==> config.mk <==
export PLATFORM = sky130hd
export DESIGN_NAME = lfsr_rr_scheduler
export DESIGN_NICKNAME = d
export VERILOG_FILES = /design/src/rtl/lfsr_rr_scheduler.sv
export SDC_FILE = /design/constraint.sdc
export NUM_CORES = 1
export LEC_CHECK = 0
export CAP_MARGIN = 20
export CORE_MARGIN = 2
export CORE_UTILIZATION = 35
export CTS_CLUSTER_DIAMETER = 150
export DETAILED_ROUTE_END_ITERATION = 12
export DONT_BUFFER_PORTS = 1
export PLACE_DENSITY = 0.52
export SKIP_CTS_REPAIR_TIMING = 1
export SLEW_MARGIN = 20
export SYNTH_ARGS = -nofsm -noshare
export SYNTH_HDL_FRONTEND = slang
export SYNTH_SLANG_ARGS = --single-unit
==> constraint.sdc <==
create_clock -name clk -period 4.4 [get_ports clk]
set_input_delay 0.66 -clock clk [delete_from_list [all_inputs] [get_ports clk]]
set_output_delay 0.66 -clock clk [all_outputs]
set_load 0.01 [all_outputs]
==> src/rtl/lfsr_rr_scheduler.sv <==
// lfsr_rr_scheduler: shares one LFSR next-state datapath among R requesters.
// A round-robin arbiter grants one requester at a time. That requester's saved
// context is streamed out as a burst over a valid/ready port, and the advanced
// state is written back when the burst ends.
//
// Handshake: a word transfers on any clock edge where out_valid && out_ready.
// out_valid stays high until the word is taken, and out_data/out_id are held
// stable while out_ready is low.
//
// Optional feature macro: LFSR_WRAP_FLAG_EN (period-wrap flag on out_wrap).
module lfsr_rr_scheduler #(
  parameter int N     = 8,
  parameter int R     = 4,
  parameter int LEN_W = 4
) (
  input  logic                   clk,
  input  logic                   reset,
  input  logic [R-1:0]           req,
  input  logic [R*LEN_W-1:0]     req_len,
  input  logic                   seed_wr,
  input  logic [$clog2(R)-1:0]   seed_idx,
  input  logic [N-1:0]           seed_val,
  output logic [R-1:0]           gnt,
  output logic                   out_valid,
  input  logic                   out_ready,
  output logic [N-1:0]           out_data,
  output logic [$clog2(R)-1:0]   out_id,
  output logic [R-1:0]           done,
  output logic                   busy,
  output logic                   out_wrap,
  output logic [1:0]             fsm_state
);

  localparam int IDW = $clog2(R);

  // Feedback tap masks; bit k set means state bit k feeds the XOR.
  localparam logic [7:0] TAPS = (N == 2) ? 8'h03 :
                                (N == 3) ? 8'h06 :
                                (N == 4) ? 8'h0C :
                                (N == 5) ? 8'h14 :
                                (N == 6) ? 8'h30 :
                                (N == 7) ? 8'h60 : 8'hB8;

  localparam logic [IDW:0] R_L = R;

  generate
    if (N < 2 || N > 8) begin : g_bad_n
      $error("lfsr_rr_scheduler: N must be in 2..8");
    end
    if (R < 2 || R > 8) begin : g_bad_r
      $error("lfsr_rr_scheduler: R must be in 2..8");
    end
  endgenerate

  typedef enum logic [1:0] {IDLE, GRANT, RUN, SAVE} state_t;

  state_t           state;
  logic [N-1:0]     ctx [R];
  logic [N-1:0]     work;
  logic [IDW-1:0]   id;
  logic [IDW-1:0]   rr_ptr;
  logic [IDW-1:0]   pick;
  logic [LEN_W:0]   cnt;
  logic             seed_hit;
  logic [N-1:0]     seed_fix;

  // Shift left, feedback into bit 0.
  function automatic logic [N-1:0] lfsr_step(input logic [N-1:0] s);
    return {s[N-2:0], ^(s & TAPS[N-1:0])};
  endfunction

  // First set request at or after the pointer, wrapping around.
  function automatic logic [IDW-1:0] rr_pick(input logic [R-1:0] r,
                                             input logic [IDW-1:0] p);
    logic [IDW-1:0] sel;
    logic           found;
    int             j;
    sel   = '0;
    found = 1'b0;
    for (int i = 0; i < R; i++) begin
      j = (int'(p) + i) % R;
      if (!found && r[j[IDW-1:0]]) begin
        found = 1'b1;
        sel   = j[IDW-1:0];
      end
    end
    return sel;
  endfunction

  assign pick      = rr_pick(req, rr_ptr);
  // Seed indices beyond R-1 (non power-of-two R) are dropped; zero seeds
  // would lock the LFSR, so they are stored as 1.
  assign seed_hit  = seed_wr && ({1'b0, seed_idx} < R_L);
  assign seed_fix  = (seed_val == '0) ? N'(1) : seed_val;
  assign out_data  = work;
  assign out_id    = id;
  assign fsm_state = state;

  // Arbitration / burst FSM with registered grant, valid, done and busy.
  always_ff @(posedge clk or posedge reset) begin
    if (reset) begin
      state     <= IDLE;
      gnt       <= '0;
      done      <= '0;
      out_valid <= 1'b0;
      busy      <= 1'b0;
      work      <= '0;
      id        <= '0;
      rr_ptr    <= '0;
      cnt       <= '0;
    end else begin
      gnt  <= '0;
      done <= '0;
      case (state)
        IDLE: begin
          if (|req) begin
            id    <= pick;
            gnt   <= R'(1) << pick;
            busy  <= 1'b1;
            state <= GRANT;
          end
        end
        GRANT: begin
          cnt       <= {1'b0, req_len[id*LEN_W +: LEN_W]} + 1'b1;
          work      <= ctx[id];
          out_valid <= 1'b1;
          state     <= RUN;
        end
        RUN: begin
          if (out_ready) begin
            work <= lfsr_step(work);
            cnt  <= cnt - 1'b1;
            if (cnt == (LEN_W+1)'(1)) begin
              out_valid <= 1'b0;
              done      <= R'(1) << id;
              state     <= SAVE;
            end
          end
        end
        SAVE: begin
          rr_ptr <= (id == IDW'(R - 1)) ? '0 : id + 1'b1;
          busy   <= 1'b0;
          state  <= IDLE;
        end
        default: state <= IDLE;
      endcase
    end
  end

  // Context store: burst writeback at the end of SAVE; a same-index seed
  // write in that cycle overrides it.
  always_ff @(posedge clk or posedge reset) begin
    if (reset) begin
      for (int i = 0; i < R; i++) ctx[i] <= N'(1);
    end else begin
      if (state == SAVE) ctx[id] <= work;
      if (seed_hit) ctx[seed_idx] <= seed_fix;
    end
  end

`ifdef LFSR_WRAP_FLAG_EN
  logic [N-1:0] seed_copy [R];
  logic [R-1:0] fresh;

  // Last seed per context, plus a flag meaning no word has been emitted
  // from that context since the seed was written.
  always_ff @(posedge clk or posedge reset) begin
    if (reset) begin
      for (int i = 0; i < R; i++) seed_copy[i] <= N'(1);
      fresh <= '1;
    end else begin
      if (state == RUN && out_ready) fresh[id] <= 1'b0;
      if (seed_hit) begin
        seed_copy[seed_idx] <= seed_fix;
        fresh[seed_idx]     <= 1'b1;
      end
    end
  end

  assign out_wrap = out_valid && (work == seed_copy[id]) && !fresh[id];
`else
  assign out_wrap = 1'b0;
`endif

endmodule
Word level (Yosys, flattened, before mapping)
Index checks and enable logic that the tools add are counted.
{ "word_totals": {"out_inout_bits": 23, "word_cells": 105, "inputBits": 34, "reg_bits": 61} }
{ "op_classes": {"n_addsub": 6, "mux": 46, "shift": 3, "eq_ne": 8, "bitwise_logic": 2, "magnitude_cmp": 8, "n_reduce_logical": 19} }
{ "ops": {"columns": ["cell", "n"], "rows": [
  ["32-bit bitwise mux", 2],
  ["32-bit two-way mux", 2],
  ["8-bit two-way mux", 6],
  ["8-bit demux with 2-bit select", 2],
  ["4-bit two-way mux", 5],
  ["8-bit binary-select mux with 2-bit select", 1],
  ["2-bit two-way mux", 8],
  ["8-bit one-hot mux with 2 select lines", 1],
  ["16-bit by 5-bit variable part select with 4-bit output", 1],
  ["2-bit by 3-bit less-than comparator with 1-bit output (second input constant)", 4],
  ["1-bit two-way mux", 10],
  ["5-bit one-hot mux with 2 select lines", 1],
  ["1-bit binary-select mux with 2-bit select", 4],
  ["8-bit zero test", 1],
  ["2-bit one-hot mux with 4 select lines", 1],
  ["8-bit parity", 1],
  ["1-bit by 2-bit << shifter with 4-bit output (first input constant)", 2],
  ["2-bit == test (second input constant)", 3],
  ["3-bit greater-or-equal comparator (second input constant)", 2],
  ["3-bit by 1-bit less-than comparator with 1-bit output (second input constant)", 2],
  ["2-bit != test (second input constant)", 3],
  ["2-bit NOT with 3-bit output", 2],
  ["2-bit AND reduction", 3],
  ["3-bit AND reduction", 2],
  ["other kinds (13)", 23]
]} }

Longest topological paths before layout
{ "logic_depth": {"depth_word": 15, "depth_mapped": 7, "ltp_nobuf": 6} }

Worst setup path before layout
Ideal clock, no wire load.
{ "synth_timing": {"kind": "input to register", "from": "input port req_len[13]", "to": "register cnt[4]", "t_arrival_ns": 1.701, "path_buffers": 0, "slack_ns": 2.556, "stages": 5, "setup_ns": 0.143, "required_ns": 4.257, "path_cell_list": "mux4_2 -> ha_1 -> and4_4 -> a31oi_1 -> o21ai_1"} }
{ "synth_via": {"elab_chain_len": 3} }
{ "synth_rtl": {"columns": ["element", "line", "text"], "rows": [
  ["start, declared", "19", "input logic [R*LEN_W-1:0] req_len,"],
  ["16-bit by 5-bit variable part select with 4-bit output", "124", "cnt <= {1'b0, req_len[id*LEN_W +: LEN_W]} + 1'b1;"],
  ["4-bit by 1-bit adder with 5-bit output", "124", null],
  ["5-bit one-hot mux with 2 select lines", "114", "case (state)"],
  ["end signal, assigned", "124", null],
  ["end signal, assigned", "132", "cnt <= cnt - 1'b1;"],
  ["end, declared", "63", "logic [LEN_W:0] cnt;"]
]} }
No other way between the ends.
A chain may end at the register's enable or synchronous reset.

Final worst setup path
{ "layout_timing": {"from": "register id[0], in the netlist out_id[0]", "to": "register cnt[4]"} }
{ "layout_via": {"elab_chain_len": 3} }
{ "layout_rtl": {"columns": ["element", "line", "text"], "rows": [
  ["start, declared", "60", "logic [IDW-1:0] id;"],
  ["start signal, assigned", "117", "id <= pick;"],
  ["16-bit by 5-bit variable part select with 4-bit output", "124", null],
  ["4-bit by 1-bit adder with 5-bit output", "124", null],
  ["5-bit one-hot mux with 2 select lines", "114", null]
]} }
No other way between the ends.

==> reports/metrics.csv <==
stage;metric;value;unit
sta;Hold Vio Cnt, Final;0;
logic_synthesis;YS warnings;0;
floorplan;Core ar.;9200;sq um
logic_synthesis;largest family of logic cells by synthesized area;multiplexers;
cts;CTS root buffer;clkbuf_8;
critical_path;Worst Setup End Kind;flip-flop;
job;Max Cap Viol;0;
pwr;Power Density;711;nW/um^2
place;placed wire-length estimate;5260;microns
worst_hold_path;min-delay worst type;in -> async;
cts;CTS sink count;61;
floorplan;Die Ht;101;microns
logic_synthesis;mux cell area share after synthesis;20.3;%
critical_path;Worst Path Arrival;2.51;ns
cts;CTS H-tree depth;3;
floorplan;die width;101;microns
cts;CTS Buf Count;9;
critical_path;CP max-delay cell;dfrtp_1;
sta;RSZ-0062 raised after global routing;no;
grt;Congestion Overflow GR;0;
critical_path;crit-path cells;buf_4 > mux4_2 > ha_1 > and4_4 > a31oi_1 > o21ai_1;
floorplan;row count;35;
layout;P&R area growth vs syn;8.17;%
sta;worst slew pin tran;0.793;ns
logic_synthesis;Synth Area in XOR/XNOR;1.33;%
sta;fin. max-slew vios;0;
layout;final core utilization;38.7;%
logic_synthesis;register bit total from synthesis;61;
grt;vias in the first global route;2289;
routing;Routed WL per cell;18.0;microns
sta;crit path time final;2.32;ns
routing;Routed WL;7690;microns
cts;Max Root-Sink Buffers;2;
layout;ANT cells;0;
routing;Iter 0 DRT Violations;96;
cts;clock slew at reported path FFs;0.06;ns
floorplan;boundary pin count;57;
routing;DR vias;2326;
pwr;Worst VDD drop;0.283;mV
critical_path;Worst Setup Start Kind;flip-flop;
grt;first-pass GRT wire length;12200;microns
critical_path;crit path max fanout;10;
sta;final number of setup-violating endpoints;0;
logic_synthesis;synthesized area;3290;sq um
sta;Max Clk Rate;0.432;GHz
sta;Rel. slew slack;47.1;%
logic_synthesis;Unique masters post-synth;38;
layout;commonest non-fill, non-tap cells in the layout;dfrtp_1 (57), nor2_1 (38), mux2i_1 (35), nand2_1 (30);
grt;Global Route Usage Sum;15.9;%
logic_synthesis;Synth Area in Adders;4.56;%
logic_synthesis;Post-Synth Simple-Gate Area;12.8;%
layout;nets@finish;358;
pwr;Pleak;1.65;nW
logic_synthesis;syn avg cell area;10.5;sq um
place;routability cong.;0.821;
logic_synthesis;syn nets;359;
routing;drt drc;0;
grt;largest net degree at the start of global routing;32;
critical_path;Crit path required time;4.59;ns
logic_synthesis;Post-Syn Instances;313;
status;status;complete, no violations;
logic_synthesis;post-synthesis compound-gate area fraction;11.0;%
floorplan;Starting Density;35.8;%
critical_path;reg2reg start;out_id[0]$_DFFE_PP0P_;
routing;drt first pass iters;4;
grt;number of antenna violations at the first check in global routing;0;
place;IO buf count;0;
logic_synthesis;Seq/Total Area, Yosys;46.5;%
sta;fin crit share;52.7;%
sta;Fin Setup TNS;0;ns
routing;antenna-violating nets left;0;
critical_path;critical setup path kind;reg -> reg;
sta;Setup Skew;0.00769;ns
critical_path;Worst Setup SP;out_id[0]$_DFFE_PP0P_;
cts;Skew-Pair Late Insertion Delay;0.34;ns
floorplan;Die Area;10200;sq um
layout;share of cells above drive strength 1;11.7;%
routing;Via-to-Cell Ratio;5.43;
pwr;Power Total;2.54;mW
critical_path;Largest stage delay, worst path;0.69;ns
cts;CTS tree;yes;
layout;most common cell after layout, fill and taps aside;dfrtp_1;
==> layer usage <==
layer,share of wire [%],vias to the layer above,global-route usage [%]
li1,-,1103,-
met1,45,1141,21.3
met2,48,75,24.9
met3,6.6,7,4.72
met4,0.88,0,5.09
met5,0,-,0
==> synthesized netlist by cell type (all sizes together) <==
master | count | area (sq um)
a21boi | 1 | 7.51
and3 | 1 | 6.26
and2b | 1 | 7.51
nand3b | 2 | 15.0
dfstp | 4 | 105
nand3 | 2 | 10.0
o22a | 1 | 8.76
a21o | 2 | 15.0
and4 | 1 | 11.3
o32a | 1 | 10.0
xnor2 | 3 | 26.3
o221ai | 4 | 35.0
mux4 | 12 | 274
o22ai | 7 | 43.8
nor2b | 4 | 25.0
mux2i | 35 | 350
and2 | 5 | 31.3
nor4 | 2 | 12.5
dfrtp | 57 | 1430
conb | 1 | 3.75
a31oi | 2 | 12.5
nor3b | 2 | 15.0
nor2 | 38 | 143
clkbuf | 10 | 37.5
a21oi | 22 | 110
buf | 5 | 36.3
ha | 12 | 150
nand2b | 2 | 12.5
nand2 | 30 | 113
inv | 10 | 37.5
nor3 | 4 | 20.0
mux2 | 4 | 45.0
xor2 | 2 | 17.5
o21ai | 24 | 120
==> per-stage QoR <==
step / instance area (sq um) / setup WS (ns) / std cells / hold slack [ns]
after floorplan: 3290 / 2.23 / 313 / 0.473
after global placement: 3380 / 2.06 / 412 / 0.507
after detailed placement: 3380 / 2.04 / 412 / 0.514
after CTS: 3560 / 2.03 / 428 / 0.331
after global routing: 3560 / 1.93 / 428 / 0.355
final: 3560 / 2.08 / 428 / 0.310
==> logic make-up (layout without fill, tap and decap cells) <==
| kind of cell | after synthesis | in the layout |
|---|---|---|
| AND/OR/NAND/NOR | 94 | 94 |
| AO/OA/AOI/OAI | 64 | 64 |
| flip-flops | 61 | 61 |
| multiplexers | 51 | 51 |
| buffers and inverters | 25 | 29 |
| adder cells (fa/ha/maj) | 12 | 12 |
| XOR/XNOR | 5 | 5 |
| other | 1 | 1 |
==> registers in the layout, indices dropped and copies added (netlist names) <==
name       cells
ctx           32
out_data       8
cnt            5
done           4
gnt            4
fsm_state      2
out_id         2
rr_ptr         2
busy           1
out_valid      1
==> critical path: cells and delay by family, from the launching register on <==
family                   cells  cell delay, ns
AO/OA/AOI/OAI                2            0.20
adder cells (fa/ha/maj)      1            0.23
AND/OR/NAND/NOR              1            0.17
buffers and inverters        1            0.32
flip-flops                   1            0.69
multiplexers                 1            0.57
==> worst paths after layout <==
| check | end | slack [ns] | cells after the start |
|---|---|---|---|
| max | cnt[4]$_DFFE_PP0P_ | 2.08 | 6 |
| min | ctx[14]$_DFF_PP0_ | 0.31 | 1 |
| max reg2reg | cnt[4]$_DFFE_PP0P_ | 2.08 | 6 |
| min reg2reg | cnt[1]$_DFFE_PP0P_ | 0.53 | 2 |
| max in group asynchronous | ctx[16]$_DFF_PP1_ | 3.19 | 2 |
| min in group clk | ctx[1]$_DFF_PP0_ | 0.44 | 2 |
==> cell type report <==
cell class | count | area, sq um
clock buffer | 15 | 176
clock inverter | 1 | 5.00
fill | 927 | 5630
inverter | 10 | 37.5
multi-input combinational | 227 | 1650
sequential | 61 | 1530
tap | 111 | 139
timing repair buffer | 3 | 22.5
==> report_power, final <==
group	total [mW]	leakage, nW	internal, mW	switching [mW]
Clock	0.464	0.0937	0.251	0.213
Sequential	1.11	0.712	0.818	0.292
Combinational	0.960	0.846	0.494	0.466
(Power assumes the default switching activity.)
